==> src/rtl/lbm_divider.sv <==
// Signed fixed-point divider for the LBM velocity path: Q(DATA_WIDTH-FRAC_BITS).FRAC_BITS
// quotient from a sequential restoring divider, with saturation and divide-by-zero handling.
`timescale 1ns/1ps
module lbm_divider #(
   parameter int DATA_WIDTH = 32,
   parameter int FRAC_BITS  = 16
) (
   input  logic                         Clk,
   input  logic                         Reset,
   input  logic                         div_start,
   input  logic signed [DATA_WIDTH-1:0] dividend,
   input  logic signed [DATA_WIDTH-1:0] divisor,
   output logic signed [DATA_WIDTH-1:0] quotient,
   output logic                         div_valid,
   output logic                         div_busy,
   output logic                         div_by_zero
);

   localparam int ITER  = DATA_WIDTH + FRAC_BITS;
   localparam int CNT_W = $clog2(ITER) + 1;

   localparam logic [1:0] S_IDLE = 2'd0;
   localparam logic [1:0] S_CALC = 2'd1;
   localparam logic [1:0] S_DONE = 2'd2;

   localparam logic [CNT_W-1:0]      CNT_LAST = CNT_W'(ITER - 1);
   localparam logic [DATA_WIDTH-1:0] ONE      = {{(DATA_WIDTH-1){1'b0}}, 1'b1};
   localparam logic [DATA_WIDTH-1:0] MAX_POS  = {1'b0, {(DATA_WIDTH-1){1'b1}}};
   localparam logic [DATA_WIDTH-1:0] MIN_NEG  = {1'b1, {(DATA_WIDTH-1){1'b0}}};
   localparam logic [ITER-1:0]       POS_LIM  = {{FRAC_BITS{1'b0}}, MAX_POS};
   localparam logic [ITER-1:0]       NEG_LIM  = {{FRAC_BITS{1'b0}}, MIN_NEG};

   // Unsigned magnitude; the most negative value maps to 2^(DATA_WIDTH-1) without overflow.
   function automatic logic [DATA_WIDTH-1:0] f_abs(input logic signed [DATA_WIDTH-1:0] x);
      f_abs = x[DATA_WIDTH-1] ? (~x + ONE) : x;
   endfunction

   function automatic logic [DATA_WIDTH-1:0] f_saturate(input logic [ITER-1:0] mag,
                                                        input logic           neg);
      if (!neg)
         f_saturate = (mag > POS_LIM) ? MAX_POS : mag[DATA_WIDTH-1:0];
      else
         f_saturate = (mag > NEG_LIM) ? MIN_NEG : (~mag[DATA_WIDTH-1:0] + ONE);
   endfunction

   logic [1:0]            r_state;
   logic [CNT_W-1:0]      r_cnt;
   logic [DATA_WIDTH-1:0] r_rem;
   logic [ITER-1:0]       r_q;
   logic [DATA_WIDTH-1:0] r_dmag;
   logic                  r_neg;
   logic [DATA_WIDTH-1:0] r_quotient;
   logic                  r_dbz;

   logic [DATA_WIDTH:0]   w_rem_shift;
   logic [DATA_WIDTH:0]   w_diff;
   logic                  w_ge;
   logic [DATA_WIDTH-1:0] w_rem_next;
   logic [ITER-1:0]       w_q_next;
   logic                  w_mag_nz;
   logic [DATA_WIDTH-1:0] w_result;

   // r_q starts as the shifted dividend and fills with quotient bits from the LSB end.
   // A borrow out of the DATA_WIDTH+1-bit subtraction means the divisor did not fit.
   always_comb begin
      w_rem_shift = {r_rem, r_q[ITER-1]};
      w_diff      = w_rem_shift - {1'b0, r_dmag};
      w_ge        = ~w_diff[DATA_WIDTH];
      w_rem_next  = w_ge ? w_diff[DATA_WIDTH-1:0] : w_rem_shift[DATA_WIDTH-1:0];
      w_q_next    = {r_q[ITER-2:0], w_ge};
      w_mag_nz    = |w_q_next;
      w_result    = f_saturate(w_q_next, r_neg & w_mag_nz);
   end

   always_ff @(posedge Clk or posedge Reset) begin
      if (Reset) begin
         r_state    <= S_IDLE;
         r_cnt      <= '0;
         r_rem      <= '0;
         r_q        <= '0;
         r_dmag     <= '0;
         r_neg      <= 1'b0;
         r_quotient <= '0;
         r_dbz      <= 1'b0;
      end else begin
         case (r_state)
            S_IDLE: begin
               if (div_start) begin
                  r_cnt  <= '0;
                  r_rem  <= '0;
                  r_q    <= {f_abs(dividend), {FRAC_BITS{1'b0}}};
                  r_dmag <= f_abs(divisor);
                  r_neg  <= dividend[DATA_WIDTH-1] ^ divisor[DATA_WIDTH-1];
                  if (divisor == '0) begin
                     r_state    <= S_DONE;
                     r_quotient <= dividend[DATA_WIDTH-1] ? MIN_NEG : MAX_POS;
                     r_dbz      <= 1'b1;
                  end else begin
                     r_state <= S_CALC;
                  end
               end
            end
            S_CALC: begin
               r_rem <= w_rem_next;
               r_q   <= w_q_next;
               r_cnt <= r_cnt + CNT_W'(1);
               if (r_cnt == CNT_LAST) begin
                  r_state    <= S_DONE;
                  r_quotient <= w_result;
                  r_dbz      <= 1'b0;
               end
            end
            S_DONE:  r_state <= S_IDLE;
            default: r_state <= S_IDLE;
         endcase
      end
   end

   assign quotient    = r_quotient;
   assign div_valid   = (r_state == S_DONE);
   assign div_busy    = (r_state != S_IDLE);
   assign div_by_zero = r_dbz;

endmodule
==> config.mk <==
export PLATFORM = sky130hd
export DESIGN_NAME = lbm_divider
export DESIGN_NICKNAME = d
export VERILOG_FILES = /design/src/rtl/lbm_divider.sv
export SDC_FILE = /design/constraint.sdc
export NUM_CORES = 1
export LEC_CHECK = 0
export CAP_MARGIN = 20
export CORE_ASPECT_RATIO = 2
export CORE_MARGIN = 2
export CORE_UTILIZATION = 50
export DETAILED_ROUTE_END_ITERATION = 7
export DONT_BUFFER_PORTS = 1
export PLACE_DENSITY = 0.78
export SLEW_MARGIN = 20
export SYNTH_ARGS = -nofsm -noshare
export SYNTH_HDL_FRONTEND = slang
export SYNTH_SLANG_ARGS = --single-unit
==> constraint.sdc <==
create_clock -name Clk -period 5.3 [get_ports Clk]
set_clock_uncertainty 0.2 [all_clocks]
set_input_delay 1.06 -clock Clk [delete_from_list [all_inputs] [get_ports Clk]]
set_output_delay 1.06 -clock Clk [all_outputs]
set_load 0.01 [all_outputs]
After elaboration in Yosys (flattened, before gate mapping)
Index checks and enable logic that the tools add are counted.

operators by class
  shifts and indexed selects = 0
  divide/modulo/power cells = 0
  multipliers = 0
  bitwise logic cells = 6
  reductions and logical operators = 9
  equality and inequality tests = 6
  muxes and demuxes = 25
  order comparisons = 2
  add/subtract/negate cells = 5

operators with widths
  operator               count
  $mux 32                11
  $pmux 32 s2            2
  $add 32x1->32 const B  3
  $not 32->32            3
  $pmux 48 s2            1
  $gt 48x31->1 const B   1
  $gt 48x32->1 const B   1
  $mux 48                1
  $reduce_or 48->1       1
  $sub 33x32->33         1
  $logic_not 32->1       1
  $pmux 7 s2             1
  $add 7x1->7 const B    1
  $eq 7x6->1 const B     1
  $mux 7                 1
  $mux 2                 3
  $ne 2x2->1 const B     3
  $reduce_and 2->1       3
  $pmux 2 s2             1
  $reduce_and 4->1       1
  $reduce_bool 2->1      2
  $mux 1                 3
  $eq 2x1->1 const B     1
  $eq 2x2->1 const B     1
  5 further kinds        5

storage, ports and cells
  bits in writable memories = 0
  bits of input ports = 67
  ROM bits = 0
  flip-flop bits (word level) = 155
  bits in latches = 0
  output and inout bits = 35
  logic and storage cells = 61
  memories = 0

Longest topological paths before layout
Gate-level depths: netlist (run 1).

  word-level depth = 8
  mapped depth = 23
  depth with buffers taken out = 22

Least setup slack after synthesis (run 1)
OpenSTA, ideal clock, no wires.

  path kind = register to register
  start point = register r_rem[1]
  end point = register r_quotient[28], in the netlist quotient[28]
  required time = 4.974 ns
  arrival = 4.683 ns
  setup time = 0.126 ns
  stages on the path, launching flop included = 22
  clock period less this slack = 5.008 ns
  slack = 0.292 ns
  buffers on the path = 1
  cells stage by stage = dfrtp_1 -> ha_1 -> nor2b_1 -> o2111a_1 -> or4b_2 -> nand3b_1 -> a211o_1 -> and3_1 -> nor2_1 -> inv_2 -> clkbuf_1 -> ha_1 -> inv_1 -> nor3_1 -> nand2_1 -> or3_1 -> nor3_2 -> nor3b_2 -> nand2_1 -> xor2_1 -> a221oi_1 -> nand2_1

between the ends
  cells in the longest elaborated chain, start to end = 8
  elaborated cells on any way between the ends = 13
  those cells by class = add/sub (2); order compare (2); mux (5); bitwise (3); reduce/logical (1)

RTL lines
  item                      RTL line  source
  start: declaration        48        logic [DATA_WIDTH-1:0] r_rem;
  start signal: assignment  104       r_rem <= w_rem_next;
  $sub 33x32->33 (*)        67        w_diff = w_rem_shift - {1'b0, r_dmag};
  $not 1->1 (*)             68        w_ge = ~w_diff[DATA_WIDTH];
  $not 32->32               43        f_saturate = (mag > NEG_LIM) ? MIN_NEG : (~mag[DATA_WIDTH-1:0] + ONE);
  $add 32x1->32             43
  $mux 32                   43
  $mux 32 (*)               40        if (!neg)
  $mux 32 (*)               107       if (r_cnt == CNT_LAST) begin
  $pmux 32 s2 (*)           86        case (r_state)
  end signal: assignment    96        r_quotient <= dividend[DATA_WIDTH-1] ? MIN_NEG : MAX_POS;
  end signal: assignment    109       r_quotient <= w_result;
  end: declaration          52        logic [DATA_WIDTH-1:0] r_quotient;

Every way passes the cells marked *; elsewhere a longest branch is shown, timed or not. The select of a mux whose other input is x is not followed.
A chain may end at the register's enable or synchronous reset.

Worst setup path after layout (run 1)
  start point = register r_q[47]
  end point = register r_quotient[28], in the netlist quotient[28]

between the ends
  cells in the longest elaborated chain, start to end = 8
  elaborated cells on any way between the ends = 13
  those cells by class = add/sub (2); order compare (2); mux (5); bitwise (3); reduce/logical (1)

RTL lines
  item                      RTL line  source
  start: declaration        49        logic [ITER-1:0] r_q;
  start signal: assignment  91        r_q <= {f_abs(dividend), {FRAC_BITS{1'b0}}};
  start signal: assignment  105       r_q <= w_q_next;
  $sub 33x32->33 (*)        67
  $not 1->1 (*)             68
  $not 32->32               43
  $add 32x1->32             43
  $mux 32                   43
  $mux 32 (*)               40
  $mux 32 (*)               107
  $pmux 32 s2 (*)           86

Marked as above.

==> reports/metrics.csv, run 1 <==
metric,value,unit
start_util,50.48,%
powerDensity,228.4,nW/um2
pwr-share-comb,4.1,%
final.min_clock_period,4.832,ns
worstMarginPinSlew,0.9618,ns
placed_cells,1420,
cts-root-buf,clkbuf_16,
drt_first_iter_violations,472,
fin_util,54.41,%
grt_pass1_vias,9074,
grt_pass1_wl,45070,um
grt_use_total,26.01,%
grt.overflow.total,0,
syn_inst,1209,
final_cells,1450,
die_h,206.3,um
die_area,21700,um2
r2r-start,r_q[47],
core_area,20280,um2
antenna_found_initial,0,
reg2reg_depth,22,
grt_start_max_net_pins,81,
critPathArrivalTime,4.95,ns
cts_setup_buffers,0,
antenna_cells,0,
status,finished clean,
post_cts_resized,0,
gp_congestion,0.9586,
path_class,reg2reg,
critPathRequiredTime,5.42,ns
htreeDepth,4,
synth_seq_area_share,37.90,%
drc,0,
min_path_type,reg2reg,
hp-start,r_dmag[12],
syn_area,10230,um2
ys_types,78,
cp-startpoint,r_q[47],
async_flop_share,100.0,%
routed_wirelength,27620,um
hold_viol_final,0,
wl_per_cell,19.05,um
period_share,91.17,%
portBuffers,0,
relSlewSlack,35.64,%
startpoint_type,flop,
drt_first_pass_iters,5,
seqPwrFrac,46.9,%
netSwitchingPower,561.5,uW
die_w,105.2,um
fmaxAchievable,206.9,MHz
via_count,9012,
clock_latency,0.43,ns
ys_ff_latch,155,
cp-end-kind,flop,
vias_per_cell,6.215,
synth_edf_count,0,
clockBufferDepth,2,
tns,0,ns
total_leakage_power,0.004591,uW
final-setup-viol-count,0,
clkTransAtPathRegs,0.07,ns
ios,102,
hpwl,19690,um
drive_gt1_share,6.334,%
clkPwrFrac,49.0,%
p_int,1959,uW
ir_drop,0.1520,mV
tritoncts,yes,
whs,0.2780,ns
nets,1277,
maxCapViolations,0,
antenna_left,0,
syn_avg_cell_area,8.466,um2
n_fill_cell,1843,
area_growth,7.800,%
mappedNetlistNets,1313,
min_path_cells,2,
postCtsHoldBufs,0,
rsz0062_at_grt,no,
cts_buffers,17,
cp_max_fo,5,
synthFlopType,dfrtp_1,
drv_slew,0,
yosys_warnings,0,
swShare,22.28,%
cts_sinks,155,
rows,74,
-- stage by stage --
step | instance area [um2] | setup slack [ns] | total power, uW
floorplan | 10240 | 0.2916 | 1292
detailed placement | 10450 | 0.5347 | 1309
finish | 11030 | 0.4679 | 2520
global route | 11030 | 0.1200 | 2583
global placement | 10450 | 0.6132 | 1308
CTS | 11030 | 0.4908 | 2530
-- synthesized netlist by cell type, types with 11 or more instances --
cell,instances,area share [%]
xor2_1,61,5.2
xnor2_1,38,3.3
nor4_1,16,0.98
a21oi_1,82,4.0
nand3_1,15,0.73
o31ai_1,19,1.4
ha_1,36,4.4
nor2_1,65,2.4
a21o_1,23,1.7
inv_1,60,2.2
or3_1,16,0.98
a221oi_1,14,1.2
dfrtp_1,155,38
nand2_1,145,5.3
o22ai_1,36,2.2
or2_2,11,0.67
nor3_1,15,0.73
o21ai_0,139,6.8
a22o_1,26,2.2
clkbuf_1,62,2.3
-- flip-flops by register name (all words and copies together), names as in the netlist --
register and flops:
div_by_zero 1, r_q 48, r_dmag 32, quotient 32, r_rem 32, r_state 2, r_cnt 7, r_neg 1
-- per-layer routing --
layer  GRT usage [%]  vias up  part of all wire, %
met2           48.26      279                   54
met5               0        -                    0
met3           3.658       89                  3.9
li1                -     4292                    -
met1           27.80     4352                   37
met4           15.10        0                  5.4
-- layout by cell type (no fill, tap or decap), types with 11 or more instances in the layout --
cell         n
nor2_1      64
a21o_1      23
nand3_1     14
buf_4       12
a22o_1      26
inv_1       59
nor4_1      16
clkbuf_16   17
nor3_1      15
or3_1       16
a221oi_1    14
xor2_1      61
o31ai_1     19
nand2_1    144
ha_1        36
dfrtp_1    155
a21oi_1     82
xnor2_1     38
o21ai_0    139
or2_2       11
o22ai_1     36
-- area by class of cell --
cell class / instances / area (um2) / area share (%)
clock buffers: 19 / 432.9 / 3.924
clock inverters: 11 / 147.6 / 1.338
inverters: 61 / 232.7 / 2.109
multi-input cells: 924 / 5878 / 53.28
flip-flops and latches: 155 / 3879 / 35.16
well taps: 266 / 332.8 / 3.017
repair buffers: 14 / 130.1 / 1.179
-- power groups by stage --
stage	combinational [uW]	clock, uW	sequential, uW
global route	115	1290	1180
CTS	105	1240	1180
global placement	103	0	1200
finish	102	1230	1180
floorplan	86.6	0	1210
detailed placement	104	0	1200
-- worst paths after layout --
check,endpoint,slack (ns)
max in group asynchronous,r_dmag[23],3.46
hold / removal,r_dmag[12],0.28
setup / recovery,quotient[28],0.47
min in group asynchronous,r_q[35],0.41
setup reg to reg,quotient[28],0.47
hold reg to reg,r_dmag[12],0.28
-- critical path, cell delays in order (launching register included) --
cell	delay [ns]
dfrtp_1	0.36
inv_1	0.05
ha_1	0.22
fa_1	0.39
nor2b_1	0.23
o2111a_1	0.25
or4b_2	0.16
nand3b_1	0.13
a211o_1	0.39
a21oi_1	0.24
nor2_1	0.11
inv_2	0.06
ha_1	0.13
inv_1	0.05
nor3_1	0.20
nand2_1	0.11
or3_1	0.40
nor3_2	0.17
nor3b_2	0.25
nand2_1	0.10
xor2_1	0.15
a221oi_1	0.28
nand2_1	0.08
-- cells by family (layout without fill, tap and decap cells) --
| family | count (synthesis) | count (layout) | synth area share (%) |
|---|---|---|---|
| flops | 155 | 155 | 37.90 |
| xor+xnor | 99 | 99 | 8.472 |
| simple gates | 367 | 367 | 17.92 |
| fa+ha+maj | 37 | 37 | 4.597 |
| mux | 5 | 5 | 0.5012 |
| compound gates | 416 | 416 | 25.68 |
| buf+inv | 130 | 105 | 4.927 |
No activity file was read; power rests on OpenSTA's default activity.
==> inputs of run 2 (changes only) <==
--- a/config.mk
+++ b/config.mk
@@ -5,7 +5,6 @@
 export SDC_FILE = /design/constraint.sdc
 export NUM_CORES = 1
 export LEC_CHECK = 0
-export CAP_MARGIN = 20
 export CORE_ASPECT_RATIO = 2
 export CORE_MARGIN = 2
 export CORE_UTILIZATION = 50
==> results of run 2 <==
The final DEF is identical to that of run 1; final timing and power are the same.
